File: config.mk
export PLATFORM = sky130hd
export DESIGN_NAME = vppm_tx
export DESIGN_NICKNAME = d
export VERILOG_FILES = /design/src/rtl/vppm_pkg.sv /design/src/rtl/vppm_symbol_gen.sv /design/src/rtl/vppm_tx.sv
export SDC_FILE = /design/constraint.sdc
export NUM_CORES = 1
export LEC_CHECK = 0
export ABC_AREA = 1
export BUFFER_PORTS_ARGS = -buffer_cell sky130_fd_sc_hd__buf_2
export CAP_MARGIN = 30
export CORE_MARGIN = 2
export CORE_UTILIZATION = 50
export CTS_CLUSTER_SIZE = 8
export DETAILED_ROUTE_END_ITERATION = 10
export GPL_TIMING_DRIVEN = 0
export PLACE_DENSITY = 0.69
export SYNTH_ARGS = -nofsm -noshare
export SYNTH_HDL_FRONTEND = slang
export SYNTH_SLANG_ARGS = --single-unit
File: constraint.sdc
create_clock -name clk -period 5.2 [get_ports clk]
set_input_delay 0.52 -clock clk [delete_from_list [all_inputs] [get_ports clk]]
set_output_delay 0.52 -clock clk [all_outputs]
set_load 0.01 [all_outputs]
File: src/rtl/vppm_pkg.sv
// Shared VPPM definitions: frame FSM states and the symbol timing defaults
// used by both the transmitter and the receive chain.
`timescale 1ns/1ps
package vppm_pkg;

  typedef enum logic [1:0] {
    IDLE = 2'd0,
    SYNC = 2'd1,
    DATA = 2'd2
  } state_t;

  localparam int         NBITS_DEF     = 16;
  localparam int         PERIOD_DEF    = 100;
  localparam logic [7:0] SYNC_BYTE_DEF = 8'hA5;
  localparam int         BYTE_BITS     = 8;

endpackage

File: src/rtl/vppm_symbol_gen.sv
// VPPM symbol timing: free-running period counter, duty clamp/latch and the
// pulse compare that shapes one symbol for the bit requested by the frame FSM.
`timescale 1ns/1ps
module vppm_symbol_gen
  import vppm_pkg::*;
#(
  parameter int NBITS  = NBITS_DEF,
  parameter int PERIOD = PERIOD_DEF
) (
  input  logic             clk,
  input  logic             rst,
  input  logic [NBITS-1:0] duty,
  input  logic             cur_bit_req,
  input  logic             pulse_en,
  output logic             boundary,
  output logic             vppm_out,
  output logic             sym_strobe
);

  localparam logic [NBITS-1:0] LAST     = NBITS'(PERIOD - 1);
  localparam logic [NBITS:0]   PERIOD_W = (NBITS + 1)'(PERIOD);

  logic [NBITS-1:0] cnt;
  logic [NBITS-1:0] duty_q;
  logic             cur_bit_q;
  logic             sym_start;
  logic [NBITS-1:0] duty_clamped;
  logic [NBITS-1:0] duty_eff;
  logic             bit_eff;
  logic [NBITS:0]   cnt_w;
  logic [NBITS:0]   duty_w;
  logic             pulse;

  assign sym_start = (cnt == '0);
  assign boundary  = (cnt == LAST);

  always_comb begin
    duty_clamped = duty;
    if (duty == '0) begin
      duty_clamped = NBITS'(1);
    end else if ({1'b0, duty} >= PERIOD_W) begin
      duty_clamped = LAST;
    end
  end

  // On the first clock of a symbol the freshly clamped duty and requested bit
  // are used directly, so the compare needs no extra cycle of latency.
  assign duty_eff = sym_start ? duty_clamped : duty_q;
  assign bit_eff  = sym_start ? cur_bit_req  : cur_bit_q;

  always_comb begin
    cnt_w  = {1'b0, cnt};
    duty_w = {1'b0, duty_eff};
    pulse  = bit_eff ? (cnt_w >= (PERIOD_W - duty_w)) : (cnt_w < duty_w);
  end

  // NOTE: state is updated with non-blocking assignments so every register
  // samples the values from before this edge, independent of statement order.
  always_ff @(posedge clk) begin
    if (rst) begin
      cnt        <= '0;
      duty_q     <= '0;
      cur_bit_q  <= 1'b0;
      vppm_out   <= 1'b0;
      sym_strobe <= 1'b0;
    end else begin
      cnt        <= boundary ? '0 : cnt + NBITS'(1);
      if (sym_start) begin
        duty_q    <= duty_clamped;
        cur_bit_q <= cur_bit_req;
      end
      vppm_out   <= pulse & pulse_en;
      sym_strobe <= sym_start;
    end
  end

endmodule

File: src/rtl/vppm_tx.sv
// VPPM transmitter: one-byte holding buffer, sync-prefixed frame FSM and
// MSB-first serializer driving the symbol generator.
`timescale 1ns/1ps
module vppm_tx
  import vppm_pkg::*;
#(
  parameter int         NBITS     = NBITS_DEF,
  parameter int         PERIOD    = PERIOD_DEF,
  parameter logic [7:0] SYNC_BYTE = SYNC_BYTE_DEF,
  parameter bit         IDLE_DIM  = 1'b1
) (
  input  logic             clk,
  input  logic             rst,
  input  logic [7:0]       in_data,
  input  logic             in_valid,
  output logic             in_ready,
  input  logic [NBITS-1:0] duty,
  output logic             vppm_out,
  output logic             sym_strobe,
  output logic             busy
);

  localparam logic [2:0] LAST_BIT = 3'(BYTE_BITS - 1);

  state_t     state_q, state_d;
  logic [7:0] shreg_q, shreg_d;
  logic [2:0] bitcnt_q, bitcnt_d;
  logic [7:0] buf_q, buf_d;
  logic       buf_full_q, buf_full_d;
  logic       accept;
  logic       load;
  logic       boundary;
  logic       cur_bit_req;
  logic       pulse_en;

  assign accept      = in_valid & in_ready;
  assign busy        = (state_q != IDLE);
  assign cur_bit_req = (state_q == IDLE) ? 1'b0 : shreg_q[7];
  assign pulse_en    = IDLE_DIM | (state_q != IDLE);

  // NOTE: every output of this block gets a default first, so no path leaves
  // a signal unassigned and no latch is inferred.
  always_comb begin
    state_d    = state_q;
    shreg_d    = shreg_q;
    bitcnt_d   = bitcnt_q;
    buf_d      = buf_q;
    buf_full_d = buf_full_q;
    load       = 1'b0;

    if (boundary) begin
      unique case (state_q)
        IDLE: begin
          if (buf_full_q) begin
            state_d  = SYNC;
            shreg_d  = SYNC_BYTE;
            bitcnt_d = '0;
          end
        end
        SYNC, DATA: begin
          if (bitcnt_q == LAST_BIT) begin
            if (buf_full_q) begin
              state_d  = DATA;
              shreg_d  = buf_q;
              bitcnt_d = '0;
              load     = 1'b1;
            end else begin
              state_d = IDLE;
            end
          end else begin
            shreg_d  = {shreg_q[6:0], 1'b0};
            bitcnt_d = bitcnt_q + 3'd1;
          end
        end
        default: state_d = IDLE;
      endcase
    end

    // A new byte wins over a load so the buffer stays full when both happen.
    if (accept) begin
      buf_d      = in_data;
      buf_full_d = 1'b1;
    end else if (load) begin
      buf_full_d = 1'b0;
    end
  end

  always_ff @(posedge clk) begin
    if (rst) begin
      state_q    <= IDLE;
      shreg_q    <= '0;
      bitcnt_q   <= '0;
      buf_full_q <= 1'b0;
      in_ready   <= 1'b0;
    end else begin
      state_q    <= state_d;
      shreg_q    <= shreg_d;
      bitcnt_q   <= bitcnt_d;
      buf_full_q <= buf_full_d;
      in_ready   <= ~buf_full_d;
    end
  end

  // NOTE: the buffer data needs no reset; buf_full_q alone decides whether
  // its contents are ever used.
  always_ff @(posedge clk) begin
    buf_q <= buf_d;
  end

  vppm_symbol_gen #(
    .NBITS  (NBITS),
    .PERIOD (PERIOD)
  ) u_symbol_gen (
    .clk         (clk),
    .rst         (rst),
    .duty        (duty),
    .cur_bit_req (cur_bit_req),
    .pulse_en    (pulse_en),
    .boundary    (boundary),
    .vppm_out    (vppm_out),
    .sym_strobe  (sym_strobe)
  );

endmodule

# Word level (Yosys, flattened, before mapping)
# Index checks and enable logic that the tools add are counted.
[word_totals]
wordCells = 59
input_bits = 27
ff_bits = 58
[op_classes]
n_addsub = 3
n_lt_le_gt_ge = 3
bitwise_logic = 2
muxes = 23
n_eq_ne = 7
reduce_logical = 10
[op_table]
columns = ["cell", "n"]
rows = [
  ["two-way mux 16 bit", 3],
  ["logical NOT 16 bit", 2],
  ["two-way mux 8 bit", 3],
  ["greater-or-equal comparator 16 x 17 -> 1 bit", 1],
  ["subtractor 7 x 16 -> 17 bit (first input constant)", 1],
  ["adder 16 x 1 -> 16 bit (second input constant)", 1],
  ["equality test 16 x 7 -> 1 bit (second input constant)", 1],
  ["greater-or-equal comparator 16 x 7 -> 1 bit (second input constant)", 1],
  ["less-than comparator 16 bit", 1],
  ["one-hot mux 8 bit (2 select lines)", 1],
  ["two-way mux 1 bit", 9],
  ["two-way mux 2 bit", 3],
  ["two-way mux 3 bit", 2],
  ["one-hot mux 3 bit (2 select lines)", 1],
  ["!= test 2 bit (second input constant)", 2],
  ["one-hot mux 2 bit (2 select lines)", 1],
  ["AND reduction 4 bit", 1],
  ["nonzero test 2 bit", 2],
  ["OR reduction 2 bit", 2],
  ["adder 3 x 1 -> 3 bit (second input constant)", 1],
  ["equality test 3 bit (second input constant)", 1],
  ["!= test 3 bit (second input constant)", 1],
  ["AND reduction 3 bit", 1],
  ["equality test 2 x 1 -> 1 bit (second input constant)", 1],
  ["other kinds (5)", 5],
]

# Longest topological paths before layout
[depth]
word_depth = 7
mapped_depth = 33
mapped_depth_nobuf = 33

# Modules after synthesis
# From an unflattened synthesis, not the netlist that was laid out.
[hier_totals]
hier_cells = 534
area_unflattened_um2 = 3856.2
[by_module_without_submodules]
columns = ["mod", "area_each_um2", "cells_per_inst", "n_inst"]
rows = [
  ["vppm_symbol_gen", 2713.9, 396, 1],
  ["vppm_tx", 1142.3, 138, 1],
]

# Least setup slack after synthesis
# OpenSTA, ideal clock, no wires.
[synth_timing]
path_type = "input-to-reg"
start = "in duty[12]"
end = "reg u_symbol_gen.vppm_out"
n_path_buf = 0
path_slack_ns = 2.030
t_arrival_ns = 3.099
required_time_ns = 5.130
setup_time_ns = 0.070
path_stages = 31
path_cell_list = "nor2_1 -> nand2_1 -> nor2_2 -> nand3_1 -> o21ai_0 -> nand2_1 -> inv_1 -> ha_1 -> inv_1 -> nand3_1 -> nand2_1 -> inv_1 -> nand2_1 -> nand2_1 -> nand2_1 -> xor2_1 -> ha_1 -> nand2_1 -> nor2_1 -> nand3_1 -> nand2_1 -> inv_1 -> nand3_1 -> nand2_1 -> nand2_1 -> nand2_1 -> nand2_1 -> nand2_1 -> nand2_1 -> nand3_1 -> a21oi_1"
[synth_between]
elab_chain_cells = 7
elab_cells_between_ends = 9
cone_classes = "add/sub (1); order compare (3); mux (4); reduce/logical (1)"
[synth_lines]
columns = ["element", "line_no", "source"]
rows = [
  ["start, declared", "vppm_tx.sv:17", "input logic [NBITS-1:0] duty,"],
  ["greater-or-equal comparator 16 x 7 -> 1 bit", "vppm_symbol_gen.sv:41", "end else if ({1'b0, duty} >= PERIOD_W) begin"],
  ["two-way mux 16 bit", "vppm_symbol_gen.sv:41", ""],
  ["two-way mux 16 bit (*)", "vppm_symbol_gen.sv:39", "if (duty == '0) begin"],
  ["two-way mux 16 bit (*)", "vppm_symbol_gen.sv:48", "assign duty_eff = sym_start ? duty_clamped : duty_q;"],
  ["subtractor 7 x 16 -> 17 bit", "vppm_symbol_gen.sv:54", "pulse = bit_eff ? (cnt_w >= (PERIOD_W - duty_w)) : (cnt_w < duty_w);"],
  ["greater-or-equal comparator 16 x 17 -> 1 bit", "vppm_symbol_gen.sv:54", ""],
  ["two-way mux 1 bit (*)", "vppm_symbol_gen.sv:54", ""],
  ["end signal, assigned", "vppm_symbol_gen.sv:72", "vppm_out <= pulse & pulse_en;"],
  ["end, declared", "vppm_symbol_gen.sv:16", "output logic vppm_out,"],
]
# Every way passes the cells marked *; elsewhere a longest branch is shown, timed or not.
# A chain may end at the register's enable or synchronous reset.

# Worst setup path in the final report
[layout_timing]
start = "reg u_symbol_gen.cnt[1]"
end = "reg u_symbol_gen.vppm_out"
[layout_between]
elab_chain_cells = 5
elab_cells_between_ends = 7
cone_classes = "add/sub (1); order compare (2); mux (3); reduce/logical (1)"
[layout_lines]
columns = ["element", "line_no", "source"]
rows = [
  ["start, declared", "vppm_symbol_gen.sv:23", "logic [NBITS-1:0] cnt;"],
  ["start signal, assigned", "vppm_symbol_gen.sv:67", "cnt <= boundary ? '0 : cnt + NBITS'(1);"],
  ["logical NOT 16 bit", "vppm_symbol_gen.sv:34", "assign sym_start = (cnt == '0);"],
  ["two-way mux 16 bit", "vppm_symbol_gen.sv:48", ""],
  ["subtractor 7 x 16 -> 17 bit", "vppm_symbol_gen.sv:54", ""],
  ["greater-or-equal comparator 16 x 17 -> 1 bit", "vppm_symbol_gen.sv:54", ""],
  ["two-way mux 1 bit (*)", "vppm_symbol_gen.sv:54", ""],
]
# Marks and branches as above.

==> flow_metrics.tcl <==
set metrics [dict create \
    tightest_slew_ns 0.6285 \
    yosysSeqAreaShare_pct 34.44 \
    first_pass_iters 4 \
    cts_buffers 9 \
    grt_pass1_vias 2934 \
    area_growth_pct 13.51 \
    rows 30 \
    gp_congestion 0.8790 \
    final_antenna_net_count 0 \
    syn_avg_cell_area_um2 7.164 \
    grt_pass1_wl_mm 12.79 \
    fmax_ghz 0.2771 \
    synth_fp_nets 567 \
    cts_tree "yes" \
    multi_input_area_um2 2063 \
    p_leak_nw 2.024 \
    grt_util_all_layers_pct 20.99 \
    worst_clock_skew_ns 0.008161 \
    setup_viol_count_final 0 \
    pin_count 31 \
    ys_ff_latch 58 \
    endpoint_kind "flop" \
    register_area_um2 1241 \
    async_reset_ff_share_pct 0 \
    drive_above_1_share_pct 14.75 \
    setup_ws_ns 1.592 \
    dieWidth_um 88.90 \
    hold_viol_final 0 \
    path_clk_slew_ns 0.07 \
    dieArea_um2 7902 \
    vdd_drop_max_mv 0.2251 \
    yosysTopAreaCellShare_pct 27.78 \
    cts_setup_buffers 0 \
    stdcell_area_um2 4090 \
    cp.arrival_ns 3.80 \
    slew_headroom_pct 58.10 \
    post-route-period-util_pct 69.39 \
    nets 608 \
    routed_wl_mm 7.514 \
    ys_types 37 \
    io_buffer_count 30 \
    synth_edf_count 8 \
    yosysWarnings 0 \
    critPathTopFamily "simple AND/OR/NAND/NOR gates" \
    critPathLaunchType "flop" \
    cp_slowest_cell "dfxtp_1" \
    syn-instance-count 503 \
    cp_num_buf_inv 6 \
    start_util_pct 52.46 \
    post_drt_wl_per_cell_um 11.65 \
    gr-total-overflow 0 \
    drt_drc_violations_left 0 \
    cts-root-buf "clkbuf_8" \
    cts_sinks 58 \
    clock_latency_ns 0.34 \
    fillCellCount 656 \
    diodes 0 \
    dpl-instance-area_um2 3874 \
    cts_max_level 3 \
    path_max_fanout 10 \
    status "complete, no violations" \
    power_density_nw_per_um2 278.2 \
    drt-initial-drc-count 157 \
    worstPathRequired_ns 5.40 \
    cpMostUsedCell "nand2_1" \
    hold_buffers 0 \
    fp.dieH_um 88.90 \
    min_path_type "in2reg" \
    core_um2 6869 \
    hold_slack_ns 0.3498 \
    crit_type "reg2reg" \
    synth_area_leaders "dfxtp_1, ha_1, nand2_1, nor2_1, inv_1" \
    cpPeakStageDelay_ns 0.40 \
    final_util_pct 59.54 \
    dp_hpwl_mm 5.818 \
    place_ws_ns 1.437 \
    num_vias 3219 \
    period_minus_slack_ns 3.608 \
    report.final.slew_viol_count 0 \
    viasPerCell 4.991 \
    antenna_found_initial 0 \
    synth_ff_type "dfxtp_1" \
    setup_tns_ns 0 \
    clock_path_buffers 2 \
    grt_max_degree 12 \
    cts_resized 0 \
    rsz0062_at_grt "false" \
    netlist.top_cell.by_area "dfxtp_1" \
    synth_area_um2 3603 \
    cap_violations 0 \
]
flip-flops by register name, summed over array words and instances, names as in the netlist, 2 cells and up:
register,cells
u_symbol_gen.cnt,16
u_symbol_gen.duty_q,16
shreg_q,8
buf_q,8
state_q,2
bitcnt_q,3
worst paths after layout:
path                       startpoint                    end  slack [ns]  depth (start not counted)
hold reg to reg   u_symbol_gen.cnt[0]    u_symbol_gen.cnt[0]        0.46                          1
hold / removal             in_data[6]               buf_q[6]        0.35                          1
setup reg to reg  u_symbol_gen.cnt[1]  u_symbol_gen.vppm_out        1.59                         33
setup / recovery  u_symbol_gen.cnt[1]  u_symbol_gen.vppm_out        1.59                         33
power by group:
group	switching, mW	total [mW]	internal, mW
registers	0.00612	0.473	0.467
logic	0.130	0.203	0.0733
clock network	0.193	0.462	0.269
logic make-up (layout without fill, tap and decap cells):
group / after synthesis / after routing / share of synthesized area [%]
adder cells (fa/ha/maj): 37 / 37 / 12.85
flip-flops: 58 / 58 / 34.44
XOR/XNOR: 9 / 9 / 2.188
AO/OA/AOI/OAI: 72 / 72 / 11.15
AND/OR/NAND/NOR: 250 / 250 / 31.08
buffers and inverters: 77 / 123 / 8.298
cells in the final DEF, fill, tap and decap left out, types with 7 or more instances in the layout:
cell and instances:
nand2_1 109, nor2_1 72, inv_1 67, dfxtp_1 50, ha_1 37, a21oi_1 36, buf_2 30, nand3_1 24
o21ai_0 20, nor2_2 11, clkbuf_8 9, xor2_1 8, edfxtp_1 8, nor3_1 7
worst register-to-register path: cells and delay by family (launching register included):
kind / cells / cell delay, ns
AOI/OAI and AO/OA: 1 / 0.06
xor gates and xnor gates: 1 / 0.18
buffers and inverters: 6 / 0.50
and+or+nand+nor: 22 / 1.61
adders and majority gates: 3 / 0.69
DFF: 1 / 0.40
through the flow:
stage / total power, mW / instances
after floorplan: 0.6340 / 503
after global placement: 0.6813 / 629
after detailed placement: 0.6861 / 629
after CTS: 1.146 / 645
after global routing: 1.204 / 645
final: 1.138 / 645
cell type report:
type / count / area share, %
Multi-Input combinational cell: 368 / 50.44
Sequential cell: 58 / 30.35
Inverter: 72 / 6.669
Timing Repair Buffer: 30 / 3.671
Clock buffer: 9 / 3.028
Tap cell: 96 / 2.937
Clock inverter: 7 / 2.264
Buffer: 5 / 0.6424
cells in the mapped netlist, types with 2 or more instances:
cell / number
a211oi_1: 6
a21oi_1: 36
a22oi_1: 4
clkbuf_1: 4
dfxtp_1: 50
edfxtp_1: 8
ha_1: 37
inv_1: 67
inv_2: 4
nand2_1: 109
nand2_2: 6
nand2_4: 3
nand3_1: 24
nand4_1: 4
nor2_1: 72
nor2_2: 11
nor2_4: 3
nor3_1: 7
nor3_2: 3
o21ai_0: 20
or2_2: 2
xor2_1: 8
per-layer routing:
layer	track usage [%]	wire, um	vias to the layer above
met5	0	0	-
met4	7.163	78	0
met3	5.817	276	10
met2	34.94	3534	39
met1	26.23	3625	1450
li1	-	-	1720
No activity file was read; power rests on OpenSTA's default activity.
